$ cat config.mk
export PLATFORM = sky130hd
export DESIGN_NAME = jpeg_cone_pipe
export DESIGN_NICKNAME = d
export VERILOG_FILES = /design/src/rtl/jpeg_cone_pipe.sv
export SDC_FILE = /design/constraint.sdc
export NUM_CORES = 1
export LEC_CHECK = 0
export CAP_MARGIN = 0
export CORE_MARGIN = 1.5
export CORE_UTILIZATION = 48
export CTS_CLUSTER_DIAMETER = 40
export CTS_CLUSTER_SIZE = 30
export DETAILED_ROUTE_END_ITERATION = 8
export GPL_ROUTABILITY_DRIVEN = 0
export HOLD_SLACK_MARGIN = 0.05
export PLACE_DENSITY = 0.85
export REMOVE_ABC_BUFFERS = 1
export SYNTH_ARGS = -nofsm -noshare
export SYNTH_HDL_FRONTEND = slang
export SYNTH_SLANG_ARGS = --single-unit
export TNS_END_PERCENT = 20
$ cat constraint.sdc
create_clock -name clk -period 4.3 [get_ports clk]
set_clock_uncertainty 0.05 [all_clocks]
set_input_delay 0.86 -clock clk [delete_from_list [all_inputs] [get_ports clk]]
set_output_delay 0.86 -clock clk [all_outputs]
set_load 0.01 [all_outputs]
$ cat src/rtl/jpeg_cone_pipe.sv
// Multi-lane pipelined JPEG timing-cone function with global-enable valid/ready flow
// control, per-beat result inversion and a saturating count of delivered '1' bits.
module jpeg_cone_pipe #(
    parameter int unsigned LANES  = 4,
    parameter int unsigned STAGES = 2,
    parameter int unsigned CNT_W  = 16
) (
    input  logic                  clk,
    input  logic                  rst,
    input  logic                  in_valid,
    output logic                  in_ready,
    input  logic [6*LANES-1:0]    in_data,
    input  logic                  invert,
    output logic                  out_valid,
    input  logic                  out_ready,
    output logic [LANES-1:0]      out_data,
    input  logic                  clr_cnt,
    output logic [CNT_W-1:0]      ones_cnt
);

    localparam int unsigned PW = $clog2(LANES + 1);
    localparam int unsigned SW = CNT_W + 1;

    // First level of the cone: {p, q, r, s}
    function automatic logic [3:0] f_pqrs(input logic [5:0] b);
        return {~(b[1] & b[3]), ~(b[2] & b[0]), ~(b[1] & ~b[5]), ~(b[4] & ~b[3])};
    endfunction

    // Second level: {u, r, t} from {p, q, r, s}
    function automatic logic [2:0] f_urt(input logic [3:0] pqrs);
        return {~(pqrs[3] | pqrs[2]), pqrs[1], ~(pqrs[2] ^ pqrs[0])};
    endfunction

    // Final level: y from {u, r, t}
    function automatic logic f_y(input logic [2:0] urt);
        return urt[2] ^ ~(urt[1] ^ urt[0]);
    endfunction

    logic                en;
    logic [STAGES-1:0]   vld_q;
    logic [LANES-1:0]    res_q;

    assign en        = ~out_valid | out_ready;
    assign in_ready  = en & ~rst;
    assign out_valid = vld_q[STAGES-1];
    assign out_data  = res_q;

    // Valid chain: all stages advance together, bubbles travel with the data
    always_ff @(posedge clk or posedge rst) begin
        if (rst) begin
            vld_q <= '0;
        end else if (en) begin
            vld_q <= STAGES'({vld_q, in_valid});
        end
    end

    generate
        if (STAGES == 1) begin : g_s1
            always_ff @(posedge clk or posedge rst) begin
                if (rst) begin
                    res_q <= '0;
                end else if (en) begin
                    for (int i = 0; i < LANES; i++) begin
                        res_q[i] <= f_y(f_urt(f_pqrs(in_data[6*i +: 6]))) ^ invert;
                    end
                end
            end
        end else if (STAGES == 2) begin : g_s2
            logic [LANES-1:0][2:0] urt_q;
            logic                  inv_q;

            always_ff @(posedge clk or posedge rst) begin
                if (rst) begin
                    urt_q <= '0;
                    inv_q <= 1'b0;
                    res_q <= '0;
                end else if (en) begin
                    inv_q <= invert;
                    for (int i = 0; i < LANES; i++) begin
                        urt_q[i] <= f_urt(f_pqrs(in_data[6*i +: 6]));
                        res_q[i] <= f_y(urt_q[i]) ^ inv_q;
                    end
                end
            end
        end else begin : g_s3
            // Three-stage split; STAGES values other than 1..3 are unsupported
            logic [LANES-1:0][3:0] pqrs_q;
            logic [LANES-1:0][2:0] urt_q;
            logic [1:0]            inv_q;

            always_ff @(posedge clk or posedge rst) begin
                if (rst) begin
                    pqrs_q <= '0;
                    urt_q  <= '0;
                    inv_q  <= '0;
                    res_q  <= '0;
                end else if (en) begin
                    inv_q <= {inv_q[0], invert};
                    for (int i = 0; i < LANES; i++) begin
                        pqrs_q[i] <= f_pqrs(in_data[6*i +: 6]);
                        urt_q[i]  <= f_urt(pqrs_q[i]);
                        res_q[i]  <= f_y(urt_q[i]) ^ inv_q[1];
                    end
                end
            end
        end
    endgenerate

    logic [PW-1:0]    pop_c;
    logic [CNT_W-1:0] base_c;
    logic [SW-1:0]    sum_c;
    logic             deliver_c;

    // Popcount of the result beat currently on the output
    always_comb begin
        pop_c = '0;
        for (int i = 0; i < LANES; i++) begin
            pop_c = pop_c + PW'(out_data[i]);
        end
    end

    assign deliver_c = out_valid & out_ready;
    assign base_c    = clr_cnt ? '0 : ones_cnt;
    assign sum_c     = {1'b0, base_c} + SW'(pop_c);

    // Clear takes effect before the add when both happen together
    always_ff @(posedge clk or posedge rst) begin
        if (rst) begin
            ones_cnt <= '0;
        end else if (deliver_c) begin
            ones_cnt <= sum_c[CNT_W] ? '1 : sum_c[CNT_W-1:0];
        end else if (clr_cnt) begin
            ones_cnt <= '0;
        end
    end

endmodule

# Yosys cells after proc, flatten, opt, wreduce, memory -nomap -nowiden
# Index checks and enable logic that the tools add are counted.
dict set report classes {
  n_bitwise 77
  muxes 3
  addsub 4
}
# op n
set ops {}
lappend ops {{two-way mux 16 bit} 3}
lappend ops {{inverter 1 bit} 38}
lappend ops {{AND 1 bit} 18}
lappend ops {{adder 16 x 3 -> 17 bit} 1}
lappend ops {{bitwise XOR 1 bit} 16}
lappend ops {{OR 1 bit} 5}
lappend ops {{adder 2 x 1 -> 3 bit} 1}
lappend ops {{adder 3 x 1 -> 3 bit} 1}
lappend ops {{adder 1 x 1 -> 2 bit} 1}
dict set report word_totals {
  elab_cells 92
  output_inout_bits 22
  input_bits 30
  register_bits 35
}

# Longest topological paths before layout
dict set report logic_depth {
  ltp_word 6
  ltp_mapped 11
  depth_no_buf 9
}

# Least setup slack after synthesis
# Ideal clock, no wire load.
dict set report synth_path {
  path_kind {in2reg}
  start {input clr_cnt}
  end {register ones_cnt[14]}
  setup_slack_ns 1.146
  t_arrival_ns 2.978
  stages 10
  path_buffers 1
  setup_ns 0.126
  required_ns 4.124
  path_cell_list {inv_1 clkbuf_1 nand2_1 fa_1 inv_1 fa_1 nand3_2 nor4_4 nand4_2 o311a_1}
}
dict set report synth_between {
  elab_chain_cells 4
}
# element line_no
set synth_lines {}
lappend synth_lines {{start: declaration} 17} ;# input logic clr_cnt,
lappend synth_lines {{two-way mux 16 bit (*)} -}
lappend synth_lines {{adder 16 x 3 -> 17 bit} 124} ;# assign sum_c = {1'b0, base_c} + SW'(pop_c);
lappend synth_lines {{two-way mux 16 bit} 131} ;# ones_cnt <= sum_c[CNT_W] ? '1 : sum_c[CNT_W-1:0];
lappend synth_lines {{two-way mux 16 bit (*)} 130} ;# end else if (deliver_c) begin
lappend synth_lines {{end signal: assignment} 131}
lappend synth_lines {{end: declaration} 18} ;# output logic [CNT_W-1:0] ones_cnt
# Every way passes the cells marked *; elsewhere a longest branch is shown, timed or not.
# A chain may end at the register's enable or synchronous reset.

# Final worst setup path
dict set report layout_path {
  start {input out_ready}
  end {output in_ready}
}
dict set report layout_between {
  elab_chain_cells 2
}
# element line_no
set layout_lines {}
lappend layout_lines {{start: declaration} 15} ;# input logic out_ready,
lappend layout_lines {{OR 1 bit} 43} ;# assign en = ~out_valid | out_ready;
lappend layout_lines {{AND 1 bit} 44} ;# assign in_ready = en & ~rst;
lappend layout_lines {{end: declaration} 11} ;# output logic in_ready,
# No other way between the ends.

==> impl_metrics.xml <==
<?xml version="1.0" encoding="UTF-8"?>
<metrics>
  <group name="run_status">
    <metric name="outcome" unit="">completed</metric>
  </group>
  <group name="die">
    <metric name="row_count" unit="">23</metric>
    <metric name="design.die.area" unit="µm²">4470</metric>
    <metric name="die_h" unit="µm">66.9</metric>
    <metric name="die_width" unit="µm">66.9</metric>
    <metric name="core-area" unit="µm²">3970</metric>
    <metric name="io_pins" unit="">52</metric>
    <metric name="initial_utilization" unit="">0.493</metric>
  </group>
  <group name="clock_tree">
    <metric name="cts_resized" unit="">0</metric>
    <metric name="ctsHoldBuffers" unit="">0</metric>
    <metric name="clkTransAtPathRegs" unit="ps">60</metric>
    <metric name="clk_path_buf_depth" unit="">2</metric>
    <metric name="numCtsBuffers" unit="">5</metric>
    <metric name="numClockSinks" unit="">35</metric>
    <metric name="ctsHtreeMaxLevel" unit="">2</metric>
    <metric name="cts_tree" unit="">built</metric>
    <metric name="clk_tree_root_cell" unit="">clkbuf_8</metric>
    <metric name="worst_skew_pair.late_latency" unit="ps">290</metric>
    <metric name="post-cts-setup-buffer-count" unit="">0</metric>
  </group>
  <group name="min_path">
    <metric name="hold-path-endpoint" unit="">vld_q[0]</metric>
    <metric name="worstHoldPathCells" unit="">2</metric>
    <metric name="hp-class" unit="">flop to flop</metric>
    <metric name="hp-start" unit="">vld_q[0]</metric>
  </group>
  <group name="global_route">
    <metric name="number_of_antenna_violations_at_the_first_check_in_global_routing" unit="">0</metric>
    <metric name="grt-ovfl-total" unit="">0</metric>
    <metric name="combined_global_route_utilization_of_all_metal_layers" unit="">0.210</metric>
    <metric name="grt_max_degree" unit="">36</metric>
    <metric name="grt_pass1_vias" unit="">1556</metric>
    <metric name="grt_first_pass_wirelength" unit="µm">6920</metric>
  </group>
  <group name="layout">
    <metric name="design.final.nets" unit="">294</metric>
    <metric name="fillers" unit="">349</metric>
    <metric name="ff_latch_area" unit="µm²">876</metric>
    <metric name="multiInputGateArea" unit="µm²">1010</metric>
    <metric name="diodes" unit="">0</metric>
    <metric name="synthToLayoutAreaGrowth" unit="%">33.3</metric>
    <metric name="post_route_cells_drive_above_1_share" unit="">0.0731</metric>
  </group>
  <group name="place">
    <metric name="port_buffers" unit="">51</metric>
    <metric name="post-dp-hpwl" unit="µm">2980</metric>
  </group>
  <group name="synthesis">
    <metric name="synth_edf_count" unit="">0</metric>
    <metric name="synth_async_sr_flop_share" unit="">1.00</metric>
    <metric name="yosys_most_used_dff" unit="">dfrtp_1</metric>
    <metric name="synth_top_cells_by_count" unit="">dfrtp_1, nand2_1, nor2_1, xnor2_1</metric>
    <metric name="synth_cell_types" unit="">41</metric>
    <metric name="synth.top_cell.area_share" unit="">0.447</metric>
    <metric name="ys.warnings.count" unit="">0</metric>
    <metric name="post_synth.cell_area_avg" unit="µm²">9.46</metric>
    <metric name="yosys.cell_count.top_type" unit="">dfrtp_1</metric>
    <metric name="yosysSeqAreaShare" unit="">0.447</metric>
    <metric name="netlist_area" unit="µm²">1960</metric>
    <metric name="netlist_top_cells_area" unit="">dfrtp_1, xnor2_1, nand2_1</metric>
    <metric name="postSynthRegisterBits" unit="">35</metric>
    <metric name="postSynthCellCount" unit="">207</metric>
    <metric name="post-synth-top-area-cell" unit="">dfrtp_1</metric>
  </group>
  <group name="drt">
    <metric name="viasPerCell" unit="">5.30</metric>
    <metric name="antenna_violating_nets_post_route" unit="">0</metric>
    <metric name="drc" unit="">0</metric>
    <metric name="drt-initial-drc-count" unit="">124</metric>
    <metric name="drtPass1Iterations" unit="">4</metric>
    <metric name="routed_wl" unit="µm">4050</metric>
    <metric name="routed-via-count" unit="">1643</metric>
    <metric name="wl_per_cell" unit="µm">13.1</metric>
  </group>
  <group name="sta">
    <metric name="fin_crit_sh" unit="">0.758</metric>
    <metric name="post-route-min-period" unit="ps">3260</metric>
    <metric name="setup_viol" unit="">0</metric>
    <metric name="rsz0062_at_grt" unit="">false</metric>
    <metric name="tns" unit="ps">0</metric>
    <metric name="timing_worst_slew_pin_value" unit="ps">1040</metric>
    <metric name="maxSlewHeadroom" unit="">0.305</metric>
    <metric name="final_hold_violation_count" unit="">0</metric>
    <metric name="final_max_slew_viol_count" unit="">0</metric>
    <metric name="timing.fmax" unit="MHz">307</metric>
  </group>
  <group name="setup_path">
    <metric name="critical_path_class" unit="">input port to output port</metric>
    <metric name="ff2ff_setup_slack" unit="ps">1140</metric>
    <metric name="most_used_cell_along_the_critical_path" unit="">clkdlybuf4s50_1</metric>
    <metric name="worst_path_largest_cell_delay" unit="ps">500</metric>
    <metric name="reg2reg_to" unit="">ones_cnt[9]</metric>
    <metric name="cpMaxStageDelayCell" unit="">clkdlybuf4s50_1</metric>
    <metric name="worst-path-max-fanout" unit="">7</metric>
    <metric name="worst-endpoint-arrival" unit="ps">2350</metric>
    <metric name="worst-endpoint-required" unit="ps">3390</metric>
    <metric name="critPathTopFamily" unit="">buffers and inverters</metric>
    <metric name="crit-reg2reg-launch" unit="">out_data[0]</metric>
    <metric name="worstRegToRegCells" unit="">9</metric>
    <metric name="setup_crit_start_kind" unit="">input port</metric>
    <metric name="setup.worst_path.end_class" unit="">output port</metric>
    <metric name="critical_path.n_buffers_inverters" unit="">2</metric>
    <metric name="crit_path_cell_trace" unit="">clkdlybuf4s50_1 &gt; nor2b_1 &gt; nor2_1 &gt; clkdlybuf4s50_1</metric>
  </group>
  <group name="pwr">
    <metric name="share_clk_of_total_power" unit="">0.239</metric>
    <metric name="power.switching" unit="µW">321</metric>
    <metric name="finalPower" unit="µW">993</metric>
    <metric name="power_leakage" unit="µW">0.00112</metric>
    <metric name="intPower" unit="µW">672</metric>
    <metric name="share_comb_of_total_power" unit="">0.339</metric>
    <metric name="switching_share" unit="">0.323</metric>
    <metric name="power.ir.vdd_worst" unit="mV">0.196</metric>
    <metric name="share_seq_of_total_power" unit="">0.422</metric>
    <metric name="power_per_cell_area" unit="nW/µm²">380</metric>
  </group>
  <group name="flow_run">
    <metric name="timing.max_cap.violations" unit="">0</metric>
  </group>
</metrics>
## metrics by stage
stage,hold slack [ps],area [µm²],setup slack [ps],util,cells
detailed placement,401,2520,749,0.635,303
floorplan,380,1930,1290,-,199
global placement,395,2520,912,0.635,303
finish,410,2610,1040,0.657,310
CTS,416,2610,1020,0.657,310
global route,436,2610,770,0.657,310
## worst max-delay path by stage
stage / startpoint / endpoint / slack [ps] / depth (start not counted)
5_1_grt: clr_cnt / ones_cnt[9] / 770 / 10
2_1_floorplan: clr_cnt / ones_cnt[14] / 1290 / 9
3_3_place_gp: clr_cnt / ones_cnt[9] / 910 / 10
6_report: out_ready / in_ready / 1040 / 4
3_5_place_dp: clr_cnt / ones_cnt[9] / 750 / 10
4_1_cts: out_ready / in_ready / 1020 / 4
## power groups by stage
stage	Combinational (µW)	Clock (µW)	Sequential [µW]
2_1_floorplan	179	0	429
3_3_place_gp	327	0	423
5_1_grt	377	261	424
6_report	337	237	419
4_1_cts	339	244	419
3_5_place_dp	336	0	425
## cells by family (layout without fill, tap and decap cells)
group,count (synthesis),after routing,share of synthesized area
mux,3,3,0.0153
fa+ha+maj,4,4,0.0371
xor+xnor,22,22,0.0984
buf+inv,19,72,0.0371
compound gates,35,35,0.119
simple gates,89,89,0.245
flops,35,35,0.447
## flip-flops by register name (all words and copies together), names as in the netlist
name        flops
g_s2.inv_q      1
g_s2.urt_q     12
ones_cnt       16
out_data        4
vld_q           2
## layer usage
layer	wire length [µm]	GRT usage	vias to the layer above
met1	1730	0.264	769
met3	236	0.0574	6
met2	2030	0.341	54
li1	-	-	814
met4	55	0.0816	0
met5	0	0	-
## cell type report
class,count,share of cell area
Clock buffer,6,0.0316
Clock inverter,1,0.00192
Inverter,11,0.0158
Multi-Input combinational cell,153,0.387
Sequential cell,35,0.336
Tap cell,50,0.0240
Timing Repair Buffer,54,0.204
## layout by cell type (no fill, tap or decap), types with 2 or more instances in the layout
master and count:
nand4_1 2, nand4b_1 2, a21oi_1 9, dfrtp_1 35
and3_1 2, nor2_1 16, xor2_1 6, o311ai_0 2
o211ai_1 3, nand3_1 11, buf_4 3, inv_1 11
o2111ai_1 2, o21ai_0 9, and2_1 3, fa_1 3
a31oi_1 4, nor2b_1 10, clkdlybuf4s50_1 51, nand2b_1 4
clkbuf_8 6, xnor2_1 16, mux2i_1 3, nand2_1 28
## worst min-delay path: cells and delay by family (launching register included)
family           cells  cell delay [ps]
DFF                  1              340
and+or+nand+nor      2              100
Note: power is estimated with default switching activity, not from simulation.
